<file path="src/rtl/id_operand_stage.sv">
// Decode-operand stage: forwarding mux, load-use hazard detection and the ID/EX register.
// Define ID_STALL_CNT_EN to enable the saturating hazard-stall cycle counter.
module id_operand_stage #(
    parameter int unsigned DATA_W   = 32,
    parameter int unsigned REG_AW   = 5,
    parameter int unsigned FWD_SRCS = 3
) (
    input  logic                         clk,
    input  logic                         rst,
    input  logic                         in_valid_i,
    output logic                         in_ready_o,
    input  logic [REG_AW-1:0]            in_rs_addr_i,
    input  logic [REG_AW-1:0]            in_rt_addr_i,
    input  logic                         in_rs_read_i,
    input  logic                         in_rt_read_i,
    input  logic [DATA_W-1:0]            in_imm_i,
    input  logic [REG_AW-1:0]            in_wd_i,
    input  logic                         in_wreg_i,
    input  logic [1:0]                   in_cond_i,
    input  logic [7:0]                   in_aluop_i,
    input  logic [2:0]                   in_alusel_i,
    input  logic [DATA_W-1:0]            rf_rs_data_i,
    input  logic [DATA_W-1:0]            rf_rt_data_i,
    input  logic [FWD_SRCS-1:0]          fwd_wreg_i,
    input  logic [FWD_SRCS*REG_AW-1:0]   fwd_wd_i,
    input  logic [FWD_SRCS*DATA_W-1:0]   fwd_wdata_i,
    input  logic [FWD_SRCS-1:0]          fwd_rdy_i,
    input  logic                         flush_i,
    output logic                         stall_o,
    output logic                         out_valid_o,
    input  logic                         out_ready_i,
    output logic [DATA_W-1:0]            out_reg1_o,
    output logic [DATA_W-1:0]            out_reg2_o,
    output logic [REG_AW-1:0]            out_wd_o,
    output logic                         out_wreg_o,
    output logic [7:0]                   out_aluop_o,
    output logic [2:0]                   out_alusel_o,
    output logic [15:0]                  stall_cnt_o
);

    logic [REG_AW-1:0] op_addr [2];
    logic [DATA_W-1:0] op_rf   [2];
    logic [DATA_W-1:0] op_val  [2];
    logic [1:0]        op_read;
    logic [1:0]        op_haz;
    logic              hazard;
    logic              cond_ok;
    logic              accept;

    assign op_addr[0] = in_rs_addr_i;
    assign op_addr[1] = in_rt_addr_i;
    assign op_rf[0]   = rf_rs_data_i;
    assign op_rf[1]   = rf_rt_data_i;
    assign op_read    = {in_rt_read_i, in_rs_read_i};

    // Scan from lowest priority upward so the youngest matching source wins.
    always_comb begin
        for (int o = 0; o < 2; o++) begin
            op_val[o] = op_rf[o];
            op_haz[o] = 1'b0;
            if (!op_read[o]) begin
                op_val[o] = in_imm_i;
            end else if (op_addr[o] == '0) begin
                op_val[o] = '0;
            end else begin
                for (int k = int'(FWD_SRCS) - 1; k >= 0; k--) begin
                    if (fwd_wreg_i[k] && fwd_wd_i[k*REG_AW +: REG_AW] == op_addr[o]) begin
                        op_val[o] = fwd_wdata_i[k*DATA_W +: DATA_W];
                        op_haz[o] = ~fwd_rdy_i[k];
                    end
                end
            end
        end
    end

    always_comb begin
        case (in_cond_i)
            2'b01:   cond_ok = (op_val[1] != '0);
            2'b10:   cond_ok = (op_val[1] == '0);
            default: cond_ok = 1'b1;
        endcase
    end

    assign hazard     = |op_haz;
    assign stall_o    = in_valid_i & hazard;
    assign in_ready_o = ~flush_i & ~hazard & (~out_valid_o | out_ready_i);
    assign accept     = in_valid_i & in_ready_o;

    always_ff @(posedge clk or negedge rst) begin
        if (!rst) begin
            out_valid_o  <= 1'b0;
            out_reg1_o   <= '0;
            out_reg2_o   <= '0;
            out_wd_o     <= '0;
            out_wreg_o   <= 1'b0;
            out_aluop_o  <= 8'h00;
            out_alusel_o <= 3'b000;
        end else if (flush_i) begin
            out_valid_o  <= 1'b0;
        end else if (accept) begin
            out_valid_o  <= 1'b1;
            out_reg1_o   <= op_val[0];
            out_reg2_o   <= op_val[1];
            out_wd_o     <= in_wd_i;
            out_wreg_o   <= in_wreg_i & cond_ok;
            out_aluop_o  <= in_aluop_i;
            out_alusel_o <= in_alusel_i;
        end else if (out_ready_i) begin
            out_valid_o  <= 1'b0;
        end
    end

`ifdef ID_STALL_CNT_EN
    logic [15:0] stall_cnt_q;

    always_ff @(posedge clk or negedge rst) begin
        if (!rst) begin
            stall_cnt_q <= 16'h0000;
        end else if (stall_o && stall_cnt_q != 16'hFFFF) begin
            stall_cnt_q <= stall_cnt_q + 16'h0001;
        end
    end

    assign stall_cnt_o = stall_cnt_q;
`else
    assign stall_cnt_o = 16'h0000;
`endif

endmodule
</file>
<file path="config.mk">
export PLATFORM = sky130hd
export DESIGN_NAME = id_operand_stage
export DESIGN_NICKNAME = d
export VERILOG_FILES = /design/src/rtl/id_operand_stage.sv
export SDC_FILE = /design/constraint.sdc
export NUM_CORES = 1
export LEC_CHECK = 0
export BUFFER_PORTS_ARGS = -buffer_cell sky130_fd_sc_hd__clkbuf_2
export CAP_MARGIN = 20
export CORE_AREA = 4 4 133 135
export DETAILED_ROUTE_END_ITERATION = 6
export DIE_AREA = 0 0 137 139
export PLACE_DENSITY = 0.75
export SYNTH_ARGS = -nofsm -noshare
export SYNTH_HDL_FRONTEND = slang
export SYNTH_SLANG_ARGS = --single-unit
</file>
<file path="constraint.sdc">
create_clock -name clk -period 4.85 [get_ports clk]
set_input_delay 1.455 -clock clk [delete_from_list [all_inputs] [get_ports clk]]
set_output_delay 1.455 -clock clk [all_outputs]
set_load 0.02 [all_outputs]
</file>
# --- Word level (Yosys, flattened, before mapping) ---
# Index checks and enable logic that the tools add are counted.
word_totals:
  reg_bits: 82
  in_bits: 249
  word_cells: 64
classes:
  mux: 24
  n_eq_ne: 8
  n_reduce_logical: 13
  bitwise_logic: 12
ops:
  columns: ["cell", "n"]
  rows:
  - ["two-way mux 32 bit", 10]
  - ["logical NOT 32 bit", 1]
  - ["nonzero test 32 bit", 1]
  - ["== test 5 bit", 6]
  - ["two-way mux 1 bit", 13]
  - ["logical NOT 5 bit", 2]
  - ["logical AND 1 bit", 6]
  - ["NOT 1 bit", 6]
  - ["AND 1 bit", 5]
  - ["nonzero test 3 bit", 1]
  - ["== test 2 x 1 -> 1 bit (second input constant)", 1]
  - ["== test 2 bit (second input constant)", 1]
  - ["one-hot mux 1 bit (2 select lines)", 1]
  - ["AND reduction 2 bit", 1]
  - ["OR reduction 2 bit", 1]
  - ["OR 1 bit", 1]

# --- Depth between registers and ports, before layout ---
# Gate-level depths: netlist of the first run.
depth:
  word_depth: 14
  depth_mapped: 14
  depth_no_buf: 10

# --- Least setup slack after synthesis of the first run ---
# Ideal clock, no wire load.
synth_path:
  kind: "input to output"
  startpoint: "input fwd_wd_i[7]"
  endpoint: "output in_ready_o"
  n_path_buf: 1
  arrival_time_ns: 3.061
  setup_slack_ns: 0.334
  path_stages: 8
  cell_sequence: "xor2_1 > nor4_2 > and3_1 > buf_2 > nor3_1 > o21ai_1 > o21ai_1 > a2111oi_2"
synth_via:
  elab_chain_cells: 10
  word_cells_on_any_way: 16
  cone_classes: "eq/ne (2); mux (8); bitwise (3); reduce/logical (3)"
synth_rtl:
  columns: ["element", "line_no", "source"]
  rows:
  - ["start: declaration", "25", "input logic [FWD_SRCS*REG_AW-1:0] fwd_wd_i,"]
  - ["== test 5 bit", "67", "if (fwd_wreg_i[k] && fwd_wd_i[k*REG_AW +: REG_AW] == op_addr[o]) begin"]
  - ["logical AND 1 bit", "67", null]
  - ["two-way mux 1 bit (2 in series)", "67", null]
  - ["two-way mux 1 bit", "63", "end else if (op_addr[o] == '0) begin"]
  - ["two-way mux 1 bit", "61", "if (!op_read[o]) begin"]
  - ["OR reduction 2 bit (*)", "84", "assign hazard = |op_haz;"]
  - ["NOT 1 bit (*)", "86", "assign in_ready_o = ~flush_i & ~hazard & (~out_valid_o | out_ready_i);"]
  - ["AND 1 bit (*) (2 in series)", "86", null]
  - ["end: declaration", "11", "output logic in_ready_o,"]
# Every way passes the cells marked *; elsewhere a longest branch is shown, timed or not.

# --- Final worst setup path of the first run ---
layout_path:
  startpoint: "input in_rs_addr_i[3]"
  endpoint: "output in_ready_o"
layout_via:
  elab_chain_cells: 11
  word_cells_on_any_way: 16
  cone_classes: "eq/ne (3); mux (5); bitwise (3); reduce/logical (5)"
layout_rtl:
  columns: ["element", "line_no", "source"]
  rows:
  - ["start: declaration", "12", "input logic [REG_AW-1:0] in_rs_addr_i,"]
  - ["== test 5 bit", "67", null]
  - ["logical AND 1 bit", "67", null]
  - ["two-way mux 1 bit (3 in series)", "67", null]
  - ["two-way mux 1 bit (*)", "63", null]
  - ["two-way mux 1 bit (*)", "61", null]
  - ["OR reduction 2 bit (*)", "84", null]
  - ["NOT 1 bit (*)", "86", null]
  - ["AND 1 bit (*) (2 in series)", "86", null]
# Marks and branches as above.

==> results_dict.tcl, run 1 <==
set metrics [dict create \
    clock_path_buffers 2 \
    via_count 7188 \
    post_synth_main_area_contributors "dfrtp_1, o221ai_2, o21a_1" \
    ys_ff_latch 82 \
    final.hold.worst_slack_ns 0.490 \
    overflow 0 \
    power.static_leakage_nw 4.04 \
    detail_route.wl_per_cell_um 22.1 \
    layout-drive-gt1-share_pct 43.5 \
    status "finished, final reports clean" \
    switching_share_pct 38.4 \
    grt_util_overall_pct 28.2 \
    place_area_mm2 0.00826 \
    critical_path.startpoint_type "input port" \
    hold_path_depth 1 \
    worst_pin_slew_ns 0.984 \
    timing.max_cap.violations 0 \
    coreArea_mm2 0.0165 \
    final_hold_viol_count 0 \
    initialDrtViolationCount 534 \
    synthesis.instances 715 \
    setup_repair_after_global_routing_missed_its_margin "false" \
    power.share.sequential_pct 35.5 \
    synthToLayoutAreaGrowth_pct 33.9 \
    synth_async_sr_flop_share_pct 100 \
    fp.dieW_um 137 \
    ys_seq_area_share_pct 32.1 \
    internal_power_mw 1.55 \
    maxClockFrequency_ghz 0.211 \
    ys_top_cells_by_count "nor2_1, dfrtp_1, a21oi_1" \
    synth_top_area_share_pct 32.1 \
    detailedPlacementHpwl_mm 20.7 \
    ctsHtreeMaxLevel 3 \
    grt_pass1_wl_mm 41.4 \
    r2r-start "out_valid_o$_DFFE_PN0P_" \
    die_area_mm2 0.0190 \
    synthMostInstantiatedCell "nor2_1" \
    setup_violations 0 \
    largest_net_degree_at_the_start_of_global_routing 70 \
    die_h_um 139 \
    floorplan.io_pins 349 \
    design_area_mm2 0.00856 \
    num_rows 47 \
    initial_utilization_pct 38.8 \
    required_ns 3.39 \
    post_layout_minimum_cycle_time_ns 4.74 \
    worst_setup_hold_path_clk_slew_ns 0.06 \
    vias_per_cell 5.77 \
    worstPathMaxFanout 4 \
    min-delay-path-class "flop to flop" \
    cts_tree "yes" \
    count_of_final_max_slew_check_failures 0 \
    timing.slew.headroom_pct 34.3 \
    pwr-share-comb_pct 37.7 \
    num-nets-final 1271 \
    setup_tns_ns 0 \
    cts.sink_count 82 \
    drt.antenna.violating_nets 0 \
    regToRegEndpoint "out_reg2_o[0]$_DFFE_PN0P_" \
    place.port_buffers 332 \
    grt_pass1_vias 7192 \
    layout.filler_cells 1592 \
    synthesis.yosys.warnings 0 \
    total_switching_power_mw 0.967 \
    vdd_drop_max_mv 0.172 \
    worstSkewPairLatency_ns 0.35 \
    place.gp.congestion 0.932 \
    clock-root-buffer "clkbuf_16" \
    whs_endpoint "out_reg1_o[0]$_DFFE_PN0P_" \
    postSynth.topFlopCell "dfrtp_1" \
    post_synth.cell_area_avg_um2 8.94 \
    end_kind "output port" \
    netlist_area_before_placement_mm2 0.00639 \
    postCtsHoldBufs 0 \
    cts_buffers 9 \
    grt_antenna_before_repair 2 \
    count_of_unique_library_cells_instantiated_by_yosys 42 \
    cellPowerDensity_mw_per_mm2 294 \
    timing.final.crit_share_pct 97.7 \
    clock_skew_ns 0.00771 \
    arrival_ns 3.28 \
    pwr-share-clk_pct 26.7 \
    timing.reg2reg.worst_path_depth 5 \
    drc_errors 0 \
    timing.reg2reg.setup_slack_ns 2.76 \
    timing.setup.critical_path_class "input port to output port" \
    synth_top_cell_by_area "dfrtp_1" \
    min_from "out_reg1_o[0]$_DFFE_PN0P_" \
    post_synth_edffs 0 \
    drt_pass1_iterations 5 \
    routed_wl_mm 27.5 \
]
==> through the flow <==
stage          power [mW]  cells  worst slack [ns]  utilization (%)
2_1_floorplan        1.44    730             0.334                -
5_1_grt              2.65   1246            0.0152             52.0
6_report             2.52   1246             0.112             52.0
3_3_place_gp         1.83   1228             0.138             50.2
4_1_cts              2.53   1244             0.105             51.9
3_5_place_dp         1.85   1228             0.110             50.2
==> area by class of cell <==
type	instances	area, um2	area share (%)
diodes	1	2.50	0.0292
clock buffers	9	225	2.63
clock inverters	7	57.6	0.673
multi-input cells	525	3860	45.1
well taps	220	275	3.22
inverters	39	146	1.71
flip-flops and latches	82	2050	24.0
repair buffers	363	1940	22.6
==> worst max-delay path: stages <==
cell and delay (ns):
clkbuf_2 0.14, xor2_1 0.15, nor4_1 0.35, nand3_2 0.14, a311oi_1 0.28, a211oi_1 0.10
a2111oi_2 0.44, buf_4 0.22
==> worst max-delay path by stage <==
stage                    start         end  slack (ns)  cells past startpoint
2_1_floorplan      fwd_wd_i[7]  in_ready_o        0.33                      8
3_3_place_gp   in_rt_addr_i[2]  in_ready_o        0.14                      9
3_5_place_dp   in_rt_addr_i[2]  in_ready_o        0.11                      9
4_1_cts        in_rt_addr_i[2]  in_ready_o        0.10                      9
5_1_grt        in_rs_addr_i[2]  in_ready_o        0.02                      8
6_report       in_rs_addr_i[3]  in_ready_o        0.11                      8
==> cells in the final DEF (no fill, tap or decap), types with 5 or more instances in the layout <==
cell | Yosys | layout
a211oi_1 | 33 | 33
dfrtp_1 | 82 | 82
clkbuf_2 | 0 | 330
buf_4 | 23 | 30
nand4_1 | 5 | 5
a221oi_1 | 23 | 23
conb_1 | 1 | 16
clkbuf_16 | 0 | 9
mux2i_1 | 34 | 34
o221ai_2 | 28 | 28
and3_1 | 28 | 26
xnor2_1 | 10 | 8
nor4_1 | 8 | 8
a21oi_1 | 70 | 69
a221o_1 | 31 | 31
o21ai_0 | 9 | 9
nand2_1 | 16 | 16
nor2_1 | 84 | 83
o21a_1 | 55 | 55
inv_1 | 38 | 38
xor2_1 | 20 | 20
mux2_2 | 24 | 24
==> registers in the layout (all words and copies together), names as in the netlist <==
signal / cells
out_valid_o: 1
out_reg1_o: 32
out_wd_o: 5
out_reg2_o: 32
out_wreg_o: 1
out_aluop_o: 8
out_alusel_o: 3
==> cells by family (layout without fill, tap and decap cells) <==
group,after synthesis,after routing,synth area share [%]
compound gates,265,265,33.2
simple gates,154,154,11.3
buf+inv,123,418,9.30
flops,82,82,32.1
mux,58,58,9.55
xor+xnor,30,30,4.11
fa+ha+maj,2,2,0.391
other cells,1,17,0.0587
==> layer usage <==
metal | vias up | global-route usage (%) | wire, um
li1 | 3264 | - | -
met4 | 2 | 11.8 | 945
met1 | 3391 | 35.9 | 10600
met2 | 455 | 46.6 | 13400
met5 | - | 0 | 13
met3 | 76 | 5.15 | 2550
==> power groups by stage <==
stage | Combinational [mW] | Sequential [mW] | Clock (mW)
floorplan | 0.369 | 1.07 | 0
finish | 0.949 | 0.894 | 0.673
global placement | 0.935 | 0.898 | 0
detailed placement | 0.944 | 0.906 | 0
global route | 1.02 | 0.911 | 0.717
CTS | 0.947 | 0.893 | 0.687
==> timing repair <==
item,4_1_cts,5_1_grt
endpoints found under the hold margin,0,0
setup buffers,0,1
gates resized for setup,0,2
setup endpoints to repair,0,1
Power figures use the tool's default switching activity.
==> inputs of run 2 (changes only) <==
--- a/config.mk
+++ b/config.mk
@@ -10,7 +10,7 @@
 export CORE_AREA = 4 4 133 135
 export DETAILED_ROUTE_END_ITERATION = 6
 export DIE_AREA = 0 0 137 139
-export PLACE_DENSITY = 0.75
+export PLACE_DENSITY_LB_ADDON = 0.12
 export SYNTH_ARGS = -nofsm -noshare
 export SYNTH_HDL_FRONTEND = slang
 export SYNTH_SLANG_ARGS = --single-unit
==> run 2 against run 1 <==
Against the previous run:
- register-to-register slack gained 0.04 ns
- die area is the same
- final cell count shrank 0.48%
- count of clock-buffer cells in the layout is the same
- non-clock buffer count shrank 5
- flip-flop and latch count is the same
- first-iteration DRC count shrank 36%
- core utilization grew 0.15 points
- clock skew shrank 0.0019 ns
- cell area grew 0.29%
- critical path depth grew 1
- critical path type unchanged
- largest cell class unchanged
==> results_dict.tcl, run 2 (synthesis results as in run 1) <==
set metrics [dict create \
    status "finished, final reports clean" \
    floorplan.io_pins 349 \
    power.static_leakage_nw 4.04 \
    cellPowerDensity_mw_per_mm2 309 \
    layout-drive-gt1-share_pct 43.4 \
    num-nets-final 1266 \
    min-delay-path-class "flop to flop" \
    worstPathMaxFanout 4 \
    worstSkewPairLatency_ns 0.34 \
    drt_pass1_iterations 5 \
    num_rows 47 \
    maxClockFrequency_ghz 0.210 \
    wl_met1_mm 10.5 \
    initialDrtViolationCount 342 \
    setup_repair_after_global_routing_missed_its_margin "false" \
    place.gp.congestion 0.892 \
    timing.max_cap.violations 0 \
    critical_path.startpoint_type "input port" \
    worst_path_max_stage_delay_ns 0.41 \
    cpMaxStageDelayCell "a2111oi_2" \
    routed_wl_mm 26.5 \
    timing.slew.headroom_pct 36.6 \
    worst_setup_hold_path_clk_slew_ns 0.07 \
    initial_utilization_pct 38.8 \
    critical_path.top_delay_family "simple AND/OR/NAND/NOR gates" \
    post_layout_minimum_cycle_time_ns 4.76 \
    commonest_non_fill_non_tap_cell_in_the_layout "clkbuf_2" \
    drt.antenna.violating_nets 0 \
    arrival_ns 3.30 \
    clock_skew_ns 0.00577 \
    via_count 6876 \
    final-instance-count-excl-fill 1240 \
    ctsHtreeMaxLevel 3 \
    final_hold_viol_count 0 \
    diodes 0 \
    timing.final.crit_share_pct 98.0 \
    largest_net_degree_at_the_start_of_global_routing 78 \
    end_kind "output port" \
    cts.sink_count 82 \
    drc_errors 0 \
    place_inst 1224 \
    top_layer "met5" \
    setup_violations 0 \
    grt_antenna_before_repair 1 \
    top_library_cells_by_usage_in_the_layout_fill_and_taps_aside "clkbuf_2, nor2_1, dfrtp_1" \
    die_h_um 139 \
    timing.final.ws_setup_ns 0.0946 \
    vias_per_cell 5.55 \
    synthToLayoutAreaGrowth_pct 34.3 \
    post-place-ws_ns 0.0310 \
    grt_pass1_vias 6917 \
    clock-root-buffer "clkbuf_16" \
    grt_util_overall_pct 27.0 \
    top_regs "out_reg1_o x32, out_reg2_o x32, out_aluop_o x8" \
    detail_route.wl_per_cell_um 21.4 \
    required_ns 3.39 \
    worst_pin_slew_ns 0.949 \
    clock_path_buffers 2 \
    place.port_buffers 332 \
    worstPathCellList "clkbuf_2 -> xor2_1 -> nor4_2 -> and3_1 -> nor3_1 -> o21ai_1 -> o21ai_1 -> a2111oi_2 -> buf_2" \
    cts_buffers 9 \
    cp.buffers_inverters 2 \
    fp.dieW_um 137 \
    timing.setup.critical_path_class "input port to output port" \
    cts_tree "yes" \
    dr_wl_met2_mm 12.6 \
    detailedPlacementHpwl_mm 19.8 \
    met3RoutedLength_mm 2.61 \
    die_area_mm2 0.0190 \
    vdd_drop_max_mv 0.153 \
    postCtsHoldBufs 0 \
    grt_pass1_wl_mm 39.8 \
    most_used_cell_cp "o21ai_1" \
    coreArea_mm2 0.0165 \
    count_of_final_max_slew_check_failures 0 \
    setup_tns_ns 0 \
    overflow 0 \
]
run 2: changes by cell type in the layout (fill, tap and decap cells not counted), moves of 2 or more:
cell | previous run | this run
buf_4 | 30 | 25
bufinv_16 | 0 | 3
clkinv_4 | 0 | 2
inv_6 | 3 | 0
run 2: final cells by class:
type | instances | area, um2
timing repair buffer | 358 | 1880
tap | 220 | 275
inverter | 39 | 146
fill | 1632 | 7880
multi-input combinational | 525 | 3870
sequential | 82 | 2050
clock buffer | 9 | 225
clock inverter | 7 | 126
run 2: per-layer routing:
| layer | vias to the layer above | GRT usage [%] |
|---|---|---|
| li1 | 3262 | - |
| met1 | 3211 | 33.8 |
| met2 | 346 | 43.6 |
| met3 | 55 | 8.06 |
| met4 | 2 | 10.2 |
| met5 | - | 0 |
run 2: timing repair:
item / 4_1_cts / 5_1_grt
buffers inserted: 0 / 0
setup endpoints to repair: 0 / 2
resized for setup: 0 / 3
run 2: path summary, 6_finish.rpt:
check	start	slack [ns]	cells after the start	end
max	in_rt_addr_i[2]	0.09	9	in_ready_o
min	out_reg1_o[10]$_DFFE_PN0P_	0.49	1	out_reg1_o[10]$_DFFE_PN0P_
max reg2reg	out_valid_o$_DFFE_PN0P_	2.80	5	out_reg2_o[22]$_DFFE_PN0P_
min reg2reg	out_reg1_o[10]$_DFFE_PN0P_	0.49	1	out_reg1_o[10]$_DFFE_PN0P_
max in group asynchronous	rst	2.81	2	out_reg1_o[26]$_DFFE_PN0P_
min in group asynchronous	rst	1.18	1	out_reg2_o[18]$_DFFE_PN0P_
run 2: power by group:
part | total, mW | internal (mW) | switching (mW)
sequential | 0.894 | 0.819 | 0.0748
combinational | 0.933 | 0.367 | 0.566
clock | 0.822 | 0.509 | 0.313
total | 2.65 | 1.69 | 0.953
run 2: stage by stage:
step                utilization, %  total power, mW  cell area, um2  hold slack, ns
global placement              49.9             1.84            8220           0.473
global route                  52.1             2.79            8580           0.507
CTS                           52.1             2.67            8570           0.494
floorplan                        -             1.44            6450           0.609
finish                        52.1             2.65            8580           0.493
detailed placement            49.9             1.84            8220           0.479
run 2: worst reg2reg max path, delay by kind of cell, from the launching register on:
family | cells | cell delay [ns]
AND/OR/NAND/NOR | 2 | 0.46
flip-flops | 1 | 0.38
AO/OA/AOI/OAI | 1 | 0.32
buffers and inverters | 1 | 0.32
multiplexers | 1 | 0.44
